===== src/rtl/psum_ctrl_pkg.sv =====
// Shared types and defaults for the PE partial-sum stage sequencer.
package psum_ctrl_pkg;
  typedef enum logic [1:0] {IDLE, ACC, OUT, DONE} psum_ctrl_state_e;

  localparam int NACC_WD_DEF = 8;
  localparam int NPIX_WD_DEF = 8;
  localparam int PERF_CNT_WD = 32;
endpackage


===== src/rtl/psum_ctrl_if.sv =====
// Config, pixel handshakes and sum-stage strobes of one psum_ctrl instance.
interface psum_ctrl_if #(
  parameter int NACC_WD = 8,
  parameter int NPIX_WD = 8
);
  logic               i_cfg_valid, o_cfg_ready;
  logic [NACC_WD-1:0] i_cfg_nacc;
  logic [NPIX_WD-1:0] i_cfg_npix;
  logic               i_cfg_read_psum;
  logic               i_sum_valid, o_sum_ready;
  logic               i_psum_valid, o_psum_ready;
  logic               o_psum_valid, i_psum_ready;
  logic               o_cont_reset, o_cont_stall, o_cont_first_pix;
  logic               o_cont_read_psum, o_cont_forward;
  logic               o_busy, o_done;

  modport master (
    output i_cfg_valid, i_cfg_nacc, i_cfg_npix, i_cfg_read_psum,
           i_sum_valid, i_psum_valid, i_psum_ready,
    input  o_cfg_ready, o_sum_ready, o_psum_ready, o_psum_valid,
           o_cont_reset, o_cont_stall, o_cont_first_pix, o_cont_read_psum,
           o_cont_forward, o_busy, o_done
  );

  modport slave (
    input  i_cfg_valid, i_cfg_nacc, i_cfg_npix, i_cfg_read_psum,
           i_sum_valid, i_psum_valid, i_psum_ready,
    output o_cfg_ready, o_sum_ready, o_psum_ready, o_psum_valid,
           o_cont_reset, o_cont_stall, o_cont_first_pix, o_cont_read_psum,
           o_cont_forward, o_busy, o_done
  );
endinterface


===== src/rtl/psum_ctrl_cnt_max.sv =====
// Clearable up-counter that wraps to zero after reaching max; hit flags cnt==max.
module psum_cnt_max #(
  parameter int WD = 8
) (
  input  logic          clk,
  input  logic          rst_n,
  input  logic          clr,
  input  logic          inc,
  input  logic [WD-1:0] max,
  output logic [WD-1:0] cnt,
  output logic          hit
);
  assign hit = (cnt == max);

  always_ff @(posedge clk) begin
    if (!rst_n || clr) cnt <= '0;
    else if (inc)      cnt <= hit ? '0 : cnt + WD'(1);
  end
endmodule


===== src/rtl/psum_ctrl.sv =====
// Partial-sum stage sequencer: job config, sum-stage strobes, pixel handshakes.
// Define PSUM_CTRL_PERF_EN to add the saturating busy-stall cycle counter o_stall_cnt.
module psum_ctrl
  import psum_ctrl_pkg::*;
#(
  parameter int NACC_WD = NACC_WD_DEF,
  parameter int NPIX_WD = NPIX_WD_DEF
) (
  input  logic i_clk,
  input  logic i_rst_n,
  psum_ctrl_if.slave bus
`ifdef PSUM_CTRL_PERF_EN
  ,
  output logic [PERF_CNT_WD-1:0] o_stall_cnt
`endif
);
  psum_ctrl_state_e   state_q, state_d;
  logic [NACC_WD-1:0] nacc_max_q, acc_cnt;
  logic [NPIX_WD-1:0] npix_max_q, pix_cnt;
  logic               read_psum_q, acc_hit, pix_hit;
  logic               cfg_acc, needp, beat, out_hs;

  assign cfg_acc = bus.i_cfg_valid && (state_q == IDLE);
  assign needp   = (acc_cnt == '0) && read_psum_q;
  assign beat    = (state_q == ACC) && bus.i_sum_valid && (!needp || bus.i_psum_valid);
  assign out_hs  = (state_q == OUT) && bus.i_psum_ready;

  // Config counts are stored as max(cfg,1)-1 so the counters compare directly.
  always_ff @(posedge i_clk) begin
    if (!i_rst_n) begin
      nacc_max_q  <= '0;
      npix_max_q  <= '0;
      read_psum_q <= 1'b0;
    end else if (cfg_acc) begin
      nacc_max_q  <= (bus.i_cfg_nacc == '0) ? '0 : bus.i_cfg_nacc - NACC_WD'(1);
      npix_max_q  <= (bus.i_cfg_npix == '0) ? '0 : bus.i_cfg_npix - NPIX_WD'(1);
      read_psum_q <= bus.i_cfg_read_psum;
    end
  end

  psum_cnt_max #(.WD(NACC_WD)) u_acc_cnt (
    .clk(i_clk), .rst_n(i_rst_n), .clr(cfg_acc), .inc(beat),
    .max(nacc_max_q), .cnt(acc_cnt), .hit(acc_hit)
  );

  psum_cnt_max #(.WD(NPIX_WD)) u_pix_cnt (
    .clk(i_clk), .rst_n(i_rst_n), .clr(cfg_acc), .inc(out_hs),
    .max(npix_max_q), .cnt(pix_cnt), .hit(pix_hit)
  );

  always_ff @(posedge i_clk) begin
    if (!i_rst_n) state_q <= IDLE;
    else          state_q <= state_d;
  end

  always_comb begin
    state_d = state_q;
    case (state_q)
      IDLE:    if (bus.i_cfg_valid) state_d = ACC;
      ACC:     if (beat && acc_hit) state_d = OUT;
      OUT:     if (bus.i_psum_ready) state_d = pix_hit ? DONE : ACC;
      DONE:    state_d = IDLE;
      default: state_d = IDLE;
    endcase
  end

  always_comb begin
    bus.o_cfg_ready      = 1'b0;
    bus.o_sum_ready      = 1'b0;
    bus.o_psum_ready     = 1'b0;
    bus.o_psum_valid     = 1'b0;
    bus.o_cont_reset     = 1'b0;
    bus.o_cont_stall     = 1'b0;
    bus.o_cont_first_pix = 1'b0;
    bus.o_cont_read_psum = 1'b0;
    bus.o_cont_forward   = 1'b0;
    bus.o_busy           = (state_q != IDLE);
    bus.o_done           = 1'b0;
    case (state_q)
      IDLE: begin
        bus.o_cfg_ready  = 1'b1;
        bus.o_cont_reset = 1'b1;
        bus.o_cont_stall = 1'b1;
      end
      ACC: begin
        // sum_ready must not depend on i_sum_valid or i_psum_ready.
        bus.o_sum_ready      = !needp || bus.i_psum_valid;
        bus.o_psum_ready     = needp && bus.i_sum_valid;
        bus.o_cont_first_pix = beat && (acc_cnt == '0);
        bus.o_cont_read_psum = beat && needp;
        bus.o_cont_stall     = !beat;
      end
      OUT: begin
        bus.o_psum_valid   = 1'b1;
        bus.o_cont_forward = 1'b1;
        bus.o_cont_stall   = !bus.i_psum_ready;
      end
      DONE: begin
        bus.o_done       = 1'b1;
        bus.o_cont_reset = 1'b1;
      end
      default: ;
    endcase
  end

`ifdef PSUM_CTRL_PERF_EN
  always_ff @(posedge i_clk) begin
    if (!i_rst_n || cfg_acc)
      o_stall_cnt <= '0;
    else if (bus.o_busy && bus.o_cont_stall && !(&o_stall_cnt))
      o_stall_cnt <= o_stall_cnt + PERF_CNT_WD'(1);
  end
`endif
endmodule


===== src/flat_wrapper.sv =====
// flat-port wrapper written by rule: the top's interface ports become plain ports
module psum_ctrl_flat import psum_ctrl_pkg::*;
#(
  parameter int NACC_WD = NACC_WD_DEF,
  parameter int NPIX_WD = NPIX_WD_DEF
)
  (i_clk, i_rst_n, bus_i_cfg_valid, bus_i_cfg_nacc, bus_i_cfg_npix, bus_i_cfg_read_psum, bus_i_sum_valid, bus_i_psum_valid, bus_i_psum_ready, bus_o_cfg_ready, bus_o_sum_ready, bus_o_psum_ready, bus_o_psum_valid, bus_o_cont_reset, bus_o_cont_stall, bus_o_cont_first_pix, bus_o_cont_read_psum, bus_o_cont_forward, bus_o_busy, bus_o_done);
  psum_ctrl_if #(.NACC_WD(NACC_WD), .NPIX_WD(NPIX_WD)) bus_i ();
  input  logic i_clk;
  input  logic i_rst_n;
  input wire logic [$bits(bus_i.i_cfg_valid)-1:0] bus_i_cfg_valid;
  input wire logic [$bits(bus_i.i_cfg_nacc)-1:0] bus_i_cfg_nacc;
  input wire logic [$bits(bus_i.i_cfg_npix)-1:0] bus_i_cfg_npix;
  input wire logic [$bits(bus_i.i_cfg_read_psum)-1:0] bus_i_cfg_read_psum;
  input wire logic [$bits(bus_i.i_sum_valid)-1:0] bus_i_sum_valid;
  input wire logic [$bits(bus_i.i_psum_valid)-1:0] bus_i_psum_valid;
  input wire logic [$bits(bus_i.i_psum_ready)-1:0] bus_i_psum_ready;
  output wire logic [$bits(bus_i.o_cfg_ready)-1:0] bus_o_cfg_ready;
  output wire logic [$bits(bus_i.o_sum_ready)-1:0] bus_o_sum_ready;
  output wire logic [$bits(bus_i.o_psum_ready)-1:0] bus_o_psum_ready;
  output wire logic [$bits(bus_i.o_psum_valid)-1:0] bus_o_psum_valid;
  output wire logic [$bits(bus_i.o_cont_reset)-1:0] bus_o_cont_reset;
  output wire logic [$bits(bus_i.o_cont_stall)-1:0] bus_o_cont_stall;
  output wire logic [$bits(bus_i.o_cont_first_pix)-1:0] bus_o_cont_first_pix;
  output wire logic [$bits(bus_i.o_cont_read_psum)-1:0] bus_o_cont_read_psum;
  output wire logic [$bits(bus_i.o_cont_forward)-1:0] bus_o_cont_forward;
  output wire logic [$bits(bus_i.o_busy)-1:0] bus_o_busy;
  output wire logic [$bits(bus_i.o_done)-1:0] bus_o_done;
  assign bus_i.i_cfg_valid = bus_i_cfg_valid;
  assign bus_i.i_cfg_nacc = bus_i_cfg_nacc;
  assign bus_i.i_cfg_npix = bus_i_cfg_npix;
  assign bus_i.i_cfg_read_psum = bus_i_cfg_read_psum;
  assign bus_i.i_sum_valid = bus_i_sum_valid;
  assign bus_i.i_psum_valid = bus_i_psum_valid;
  assign bus_i.i_psum_ready = bus_i_psum_ready;
  assign bus_o_cfg_ready = bus_i.o_cfg_ready;
  assign bus_o_sum_ready = bus_i.o_sum_ready;
  assign bus_o_psum_ready = bus_i.o_psum_ready;
  assign bus_o_psum_valid = bus_i.o_psum_valid;
  assign bus_o_cont_reset = bus_i.o_cont_reset;
  assign bus_o_cont_stall = bus_i.o_cont_stall;
  assign bus_o_cont_first_pix = bus_i.o_cont_first_pix;
  assign bus_o_cont_read_psum = bus_i.o_cont_read_psum;
  assign bus_o_cont_forward = bus_i.o_cont_forward;
  assign bus_o_busy = bus_i.o_busy;
  assign bus_o_done = bus_i.o_done;
  psum_ctrl #(.NACC_WD(NACC_WD), .NPIX_WD(NPIX_WD)) u_core (.i_clk(i_clk), .i_rst_n(i_rst_n), .bus(bus_i));
endmodule

===== config.mk =====
export PLATFORM = sky130hd
export DESIGN_NAME = psum_ctrl_flat
export DESIGN_NICKNAME = d
export VERILOG_FILES = /design/src/rtl/psum_ctrl_pkg.sv /design/src/rtl/psum_ctrl_if.sv /design/src/rtl/psum_ctrl_cnt_max.sv /design/src/rtl/psum_ctrl.sv /design/src/flat_wrapper.sv
export SDC_FILE = /design/constraint.sdc
export NUM_CORES = 1
export LEC_CHECK = 0
export CAP_MARGIN = 20
export CORE_ASPECT_RATIO = 0.9
export CORE_MARGIN = 10
export CORE_UTILIZATION = 50
export CTS_CLUSTER_DIAMETER = 30
export DETAILED_ROUTE_END_ITERATION = 8
export GPL_TIMING_DRIVEN = 0
export PLACE_DENSITY = 0.84
export SYNTH_ARGS = -nofsm -noshare
export SYNTH_HDL_FRONTEND = slang
export SYNTH_SLANG_ARGS = --single-unit

===== constraint.sdc =====
create_clock -name i_clk -period 5.05 [get_ports i_clk]
set_clock_uncertainty 0.2 [all_clocks]
set_input_delay 0.505 -clock i_clk [delete_from_list [all_inputs] [get_ports i_clk]]
set_output_delay 0.505 -clock i_clk [all_outputs]
set_load 0.01 [all_outputs]

---- Word level (Yosys, flattened, before mapping) ----
Index checks and enable logic that the tools add are counted.
word-level totals
  flip-flop bits (word level) ............. 35
  bits in latches ......................... 0
  bits in writable memories ............... 0
  memory bits (read-only) ................. 0
  bits of input ports ..................... 23
  output and inout bits ................... 11
  memories kept ........................... 0
operators by class
  add/sub/neg operators ................... 4
  multipliers ............................. 0
  divide/modulo/power cells ............... 0
  magnitude comparators ................... 0
  equality and inequality tests ........... 8
  shift-type cells ........................ 0
  multiplexer cells ....................... 18
  bitwise logic cells ..................... 0
  reductions and logical operators ........ 22
operators by type and width
  cell                   count
  $mux W8                4
  $logic_not A8 Y1       3
  $add A8 B1 Y8 const B  2
  $eq A8 B8 Y1           2
  $sub A8 B1 Y8 const B  2
  $logic_and A1 B1 Y1    9
  $mux W1                8
  $mux W2                4
  $pmux W2 S4            1
  $ne A2 B2 Y1 const B   3
  $eq A2 B2 Y1 const B   2
  $logic_not A1 Y1       4
  $pmux W1 S3            1
  $reduce_and A3 Y1      1
  $eq A2 B1 Y1 const B   1
  $logic_not A2 Y1       1
  $logic_or A1 B1 Y1     2
  $reduce_bool A2 Y1     1
  $reduce_or A2 Y1       1

---- Logic depth before layout (Yosys ltp) ----
Gate-level depths: netlist of run 1.
  depth after elaboration ................. 8
  depth in mapped cells ................... 8

---- Modules after synthesis ----
A second synthesis of run 1 with hierarchy kept.
second synthesis, totals
  cell total of the unflattened synthesis .. 247
  area total of the unflattened synthesis .. 2,182.1 sq um
modules (own cells, without submodules)
  module        times used  cells an instance  area each (sq um)
  psum_ctrl     1           147                1,231.2
  psum_cnt_max  2           50                 475.5

---- Least setup slack after synthesis of run 1 ----
No wires, ideal clock.
  path kind ............................... register -> output
  from .................................... reg u_core.u_acc_cnt.cnt[0]
  to ...................................... out bus_o_cont_stall
  arrival ................................. 1.708 ns
  path slack .............................. 2.637 ns
  stages on the path, launching flop included .. 7
  buffers on the path ..................... 0
  cell sequence ........................... dfxtp_1 -> inv_1 -> ha_1 -> or4b_4 -> o31a_4 -> o21a_1 -> nor2_1
between the ends
  word-level cells in the longest chain between the ends .. 7
ends and longest elaborated chain
  what                    RTL line                 source
  from (decl)             psum_ctrl_cnt_max.sv:10  output logic [WD-1:0] cnt,
  from (signal assigned)  psum_ctrl_cnt_max.sv:17  else if (inc) cnt <= hit ? '0 : cnt + WD'(1);
  $logic_not A8 Y1        psum_ctrl.sv:24          assign needp = (acc_cnt == '0) && read_psum_q;
  $logic_and A1 B1 Y1     psum_ctrl.sv:24
  $logic_not A1 Y1        psum_ctrl.sv:25          assign beat = (state_q == ACC) && bus.i_sum_valid && (!needp || bus.i_psum_valid);
  $logic_or A1 B1 Y1      psum_ctrl.sv:25
  $logic_and A1 B1 Y1     psum_ctrl.sv:25
  $logic_not A1 Y1        psum_ctrl.sv:91          bus.o_cont_stall = !beat;
  $pmux W1 S3             psum_ctrl.sv:79          case (state_q)
  to (decl)               flat_wrapper.sv:23       output wire logic [$bits(bus_i.o_cont_stall)-1:0] bus_o_cont_stall;
Every way passes these cells.

---- Worst setup path in the final report of run 1 ----
Ends and elaborated chain as after synthesis.

==> results of run 1 <==
==> report_power, final <==
group / total, W / switching [W] / leakage [nW] / internal, W
sequential: 0.000339 / 0.0000277 / 0.285 / 0.000311
combinational: 0.000322 / 0.000161 / 0.669 / 0.000161
clock: 0.000182 / 0.0000898 / 0.0371 / 0.0000917
total: 0.000842 / 0.000278 / 0.991 / 0.000564
==> worst max-delay path, cell delays in order, from the launching register on <==
cell and delay [ns]:
dfxtp_1 0.38, inv_1 0.08, ha_1 0.14, or4b_4 0.48, o31a_4 0.40, o21a_1 0.18, nor2_1 0.08, clkdlybuf4s50_1 0.54
==> worst paths after layout <==
kind | from | slack (ns) | cells after the start | endpoint
max | u_core.u_acc_cnt.cnt[0]$_SDFFE_PP0P_ | 1.77 | 7 | bus_o_cont_stall
min | u_core.npix_max_q[6]$_SDFFE_PN0P_ | 0.27 | 2 | u_core.npix_max_q[6]$_SDFFE_PN0P_
max reg2reg | u_core.state_q[1]$_SDFFE_PN0P_ | 2.76 | 5 | u_core.u_pix_cnt.cnt[1]$_SDFFE_PP0P_
min reg2reg | u_core.npix_max_q[6]$_SDFFE_PN0P_ | 0.27 | 2 | u_core.npix_max_q[6]$_SDFFE_PN0P_
==> logic make-up (layout without fill, tap and decap cells) <==
group | count (synthesis) | after routing | synth area share, %
simple gates | 90 | 90 | 23.7
xor+xnor | 42 | 42 | 18.6
flops | 35 | 35 | 35.5
compound gates | 33 | 33 | 11.4
buf+inv | 17 | 56 | 3.81
fa+ha+maj | 11 | 11 | 6.98
==> flip-flops by register name (all words and copies together) (netlist names) <==
register / cells
u_core.state_q: 2
u_core.u_pix_cnt.cnt: 8
u_core.nacc_max_q: 8
u_core.u_acc_cnt.cnt: 8
u_core.npix_max_q: 8
u_core.read_psum_q: 1
==> metal layers <==
metal / wire, um / track usage (%)
met2: 1600 / 17.8
met1: 1950 / 15.6
met5: 0 / 0
met3: 298 / 4.08
met4: 76 / 6.15
==> area by class of cell <==
class	instances	area, um^2
fill	334	1320
clock buffer	6	72.6
tap	46	57.6
multi-input combinational	176	1200
inverter	13	48.8
buffer	4	26.3
timing repair buffer	33	330
sequential	35	701
==> synth_stat cells <==
cell type and n:
nor4_4 2, or4b_4 1, o21a_1 1, buf_6 1
xor2_1 28, nor3_1 3, o31a_1 1, o31a_4 1
nand2_2 1, and4_1 1, nand4_1 5, dfxtp_1 35
clkbuf_1 2, and2_1 5, o21ai_0 17, o21ai_1 2
nor4_1 7, a31oi_4 1, nand3_1 6, a21oi_1 3
nand2b_1 3, ha_1 11, xnor2_1 14, a31o_2 3
buf_4 1, or4_1 1, nand2_1 27, inv_1 13
o311a_1 1, or4b_1 1, a21boi_1 2, nor2_1 25
and3_1 2, o2bb2ai_1 1
==> per-stage QoR <==
step	util (%)	area, um^2	hold slack [ns]	cells
floorplan	-	1970	0.230	228
global placement	62.8	2360	0.258	307
detailed placement	62.8	2360	0.263	307
CTS	64.8	2430	0.275	313
global route	64.8	2430	0.302	313
finish	64.8	2430	0.270	313
==> flow_summary.ini, run 1 <==
[critical_path]
arrival_ns = 2.58
cp-start-kind = flip-flop
endpoint_kind = output pin
cp_max_fo = 8
required_ns = 4.35
critical_path_class = reg -> out

[cells_and_area]
final_common_cell = dfxtp_1
finalNetCount = 302
syn_to_final_growth_pct = 23.3
layout_common_cells = 35 x dfxtp_1, 33 x clkdlybuf4s50_1, 28 x xor2_1, 27 x nand2_1, 25 x nor2_1
drive_gt1_share_pct = 5.99
n_antenna_cell = 0

[cts]
cts_tree = done
cts.sinks = 35
root_buffer = clkbuf_8
cts.path.max_buffers = 2
cts_buffers = 5
clock_latency_ns = 0.28
h-tree-depth = 2
postCtsHoldBufs = 0
cts_resized = 0
cts_setup_buffers = 0
clkTransAtPathRegs_ns = 0.07

[detailed_routing]
ant_nets = 0
vias = 1614
drtPass1Iterations = 4
wl_um = 3920
vias_per_cell = 5.16
initialDrtViolationCount = 90
detail_route.wl_per_cell_um = 12.5
drc_errors = 0

[timing]
post-route-min-period_ns = 3.28
final_max_slew_viol_count = 0
worst_slack_ns = 1.77
fmax_ghz = 0.305
finalHoldViolations = 0
slew_headroom_pct = 44.4
setup_violations = 0
finalCritPeriodShare_pct = 65.0
rsz0062_at_grt = false
tns_ns = 0
worst_pin_slew_ns = 0.833

[yosys]
ys_types = 34
synth_warnings = 0
yosys.area.top_type = dfxtp_1
ys_seq_area_share_pct = 35.5
yosys.area.top_type_share_pct = 35.5
synth.avg_cell_area_um2 = 8.65
synthesis.area_um2 = 1970
syn-num-nets = 262
ys_seq_elements = 35
synth_area_leaders = dfxtp_1 36%, xor2_1 12%, ha_1 7.0%, xnor2_1 6.2%, nand2_1 5.1%
syn_inst = 228

[die]
row_count = 21
coreArea_um2 = 3760
fp.dieW_um = 86.2
die_h_um = 79.6
die_area_um2 = 6860
start_util_pct = 52.5
io_pins = 34

[flow_run]
max-cap-violations = 0

[placement]
gp_congestion = 0.803
port_buffers = 33
dpl.hpwl_um = 3100
dp_slack_ns = 2.07

[global_routing]
grt_usage_pct = 12.2
grt_overflow = 0
grt_pass1_vias = 1578
antenna_found_initial = 0
grt_max_degree = 11
grt_pass1_wl_um = 6970

[pwr]
ir_drop_mv = 0.145
cellPowerDensity_nw_per_um2 = 346
finalPower_w = 0.000842
leakage_nw = 0.991

[run_status]
status = finished, final reports clean

[worst_hold_path]
hold_path_class = reg -> reg
Note: power is estimated with default switching activity, not from simulation.
==> run 2, diff against run 1 <==
clock period = 3.2 ns   (was 5.05 ns; I/O delays follow)
==> flow_summary.ini, run 2 (synthesis results as in run 1) <==
[placement]
gp_congestion = 0.803
port_buffers = 33
dp_cells = 307
postPlaceCellArea_um2 = 2360
dpl.hpwl_um = 3100

[cts]
cts_buffers = 5
cts.sinks = 35
h-tree-depth = 2
postCtsHoldBufs = 0
clkTransAtPathRegs_ns = 0.06
cts_setup_buffers = 0
cts_tree = done
root_buffer = clkbuf_8
clock_latency_ns = 0.28
cts.path.max_buffers = 2

[critical_path]
endpoint_kind = output pin
r2r_cells = 5
r2r_slack_ns = 0.91
r2r-end = u_core.u_pix_cnt.cnt[1]$_SDFFE_PP0P_
arrival_ns = 2.56
critical-path-top-delay-family = buffers and inverters
max_stage_delay_ns = 0.54
required_ns = 2.68
reg2reg_from = u_core.state_q[1]$_SDFFE_PN0P_
cp_cell_sequence = inv_1 -> ha_1 -> or4b_4 -> o31a_4 -> o21a_1 -> nor2_1 -> clkdlybuf4s50_1
cp_max_fo = 8
cp.buffers_inverters = 2
cp-start-kind = flip-flop
critical_path_class = reg -> out
crit_slowest_cell = clkdlybuf4s50_1

[detailed_routing]
drtPass1Iterations = 4
drc_errors = 0
vias = 1612
ant_nets = 0
detail_route.wl_per_cell_um = 12.6
vias_per_cell = 5.15
initialDrtViolationCount = 89
wl_um = 3930

[die]
die_area_um2 = 6860
io_pins = 34
fp.dieW_um = 86.2
coreArea_um2 = 3760
die_h_um = 79.6
row_count = 21
start_util_pct = 52.5

[pwr]
leakage_nw = 0.991
cellPowerDensity_nw_per_um2 = 546
ir_drop_mv = 0.229

[timing]
setup_violations = 0
slew_headroom_pct = 44.4
finalHoldViolations = 0
finalCritPeriodShare_pct = 96.1
fmax_ghz = 0.325
final_max_slew_viol_count = 0
tns_ns = 0
post-route-min-period_ns = 3.08
worst_pin_slew_ns = 0.833
rsz0062_at_grt = false

[cells_and_area]
final_common_cell = dfxtp_1
syn_to_final_growth_pct = 23.4
fin_cells = 313
finalNetCount = 302
finalInstanceArea_um2 = 2430
n_antenna_cell = 0
layout_common_cells = 34 x dfxtp_1, 33 x clkdlybuf4s50_1, 28 x xor2_1, 27 x nand2_1, 25 x nor2_1
drive_gt1_share_pct = 6.37

[global_routing]
grt_overflow = 0
grt_usage_pct = 12.2
antenna_found_initial = 0
grt_pass1_wl_um = 6970
grt_max_degree = 11
grt_pass1_vias = 1578

[worst_hold_path]
hold_path_class = reg -> reg
min_from = u_core.npix_max_q[6]$_SDFFE_PN0P_
holdPathStages = 2
whs_endpoint = u_core.npix_max_q[6]$_SDFFE_PN0P_

[flow_run]
max-cap-violations = 0

[run_status]
status = finished, final reports clean
## run 2: changes by cell type in the layout (fill, tap and decap cells not counted)
cell,change
dfxtp_1,-1
dfxtp_2,+1
## run 2: how the worst max path moves through the flow
stage,start,slack (ns),to,cells past startpoint
final,u_core.u_acc_cnt.cnt[1]$_SDFFE_PP0P_,0.12,bus_o_cont_stall,7
after global routing,u_core.u_acc_cnt.cnt[1]$_SDFFE_PP0P_,0.01,bus_o_cont_stall,7
after CTS,u_core.u_acc_cnt.cnt[0]$_SDFFE_PP0P_,0.08,bus_o_cont_stall,7
after detailed placement,u_core.u_acc_cnt.cnt[0]$_SDFFE_PP0P_,0.40,bus_o_cont_stall,7
after global placement,u_core.u_acc_cnt.cnt[0]$_SDFFE_PP0P_,0.42,bus_o_cont_stall,7
after floorplan,u_core.u_acc_cnt.cnt[0]$_SDFFE_PP0P_,0.97,bus_o_cont_stall,6
## run 2: worst register-to-register path: cells and delay by family (launching register included)
family	cells	cell delay [ns]
adder cells (fa/ha/maj)	1	0.25
AO/OA/AOI/OAI	2	0.89
flip-flops	1	0.40
buffers and inverters	1	0.08
AND/OR/NAND/NOR	1	0.38
## run 2: timing repair
item	CTS	global route
endpoints found under the hold margin	0	0
resized for setup	0	1
endpoints found under the setup margin	0	1
## run 2: cell type report
type,count,area [um^2]
repair buffers,33,330
well taps,46,57.6
fillers,333,1320
inverters,13,48.8
flip-flops and latches,35,702
plain buffers,4,26.3
multi-input cells,176,1200
clock buffers,6,72.6
## run 2: report_power, final
part / switching, W / leakage [nW] / total (W) / internal, W
Sequential: 0.0000438 / 0.285 / 0.000536 / 0.000492
Clock: 0.000142 / 0.0371 / 0.000286 / 0.000145
Combinational: 0.000254 / 0.669 / 0.000508 / 0.000254
## run 2: stage by stage
stage / total power, W / utilization (%) / hold slack [ns] / setup slack, ns
after floorplan: 0.000859 / - / 0.230 / 0.972
after global placement: 0.00104 / 62.8 / 0.258 / 0.416
after detailed placement: 0.00106 / 62.8 / 0.263 / 0.403
after CTS: 0.00134 / 64.8 / 0.275 / 0.0833
after global routing: 0.00142 / 64.8 / 0.302 / 0.0112
final: 0.00133 / 64.8 / 0.270 / 0.124
## run 2: per-layer routing
layer / vias to the layer above / wire, um / track usage (%) / part of all wire [%]
met2: 43 / 1600 / 17.8 / 41
met5: - / 0 / 0 / 0
met3: 7 / 290 / 4.08 / 7.4
li1: 846 / - / - / -
met4: 0 / 76 / 6.15 / 1.9
met1: 716 / 1960 / 15.6 / 50
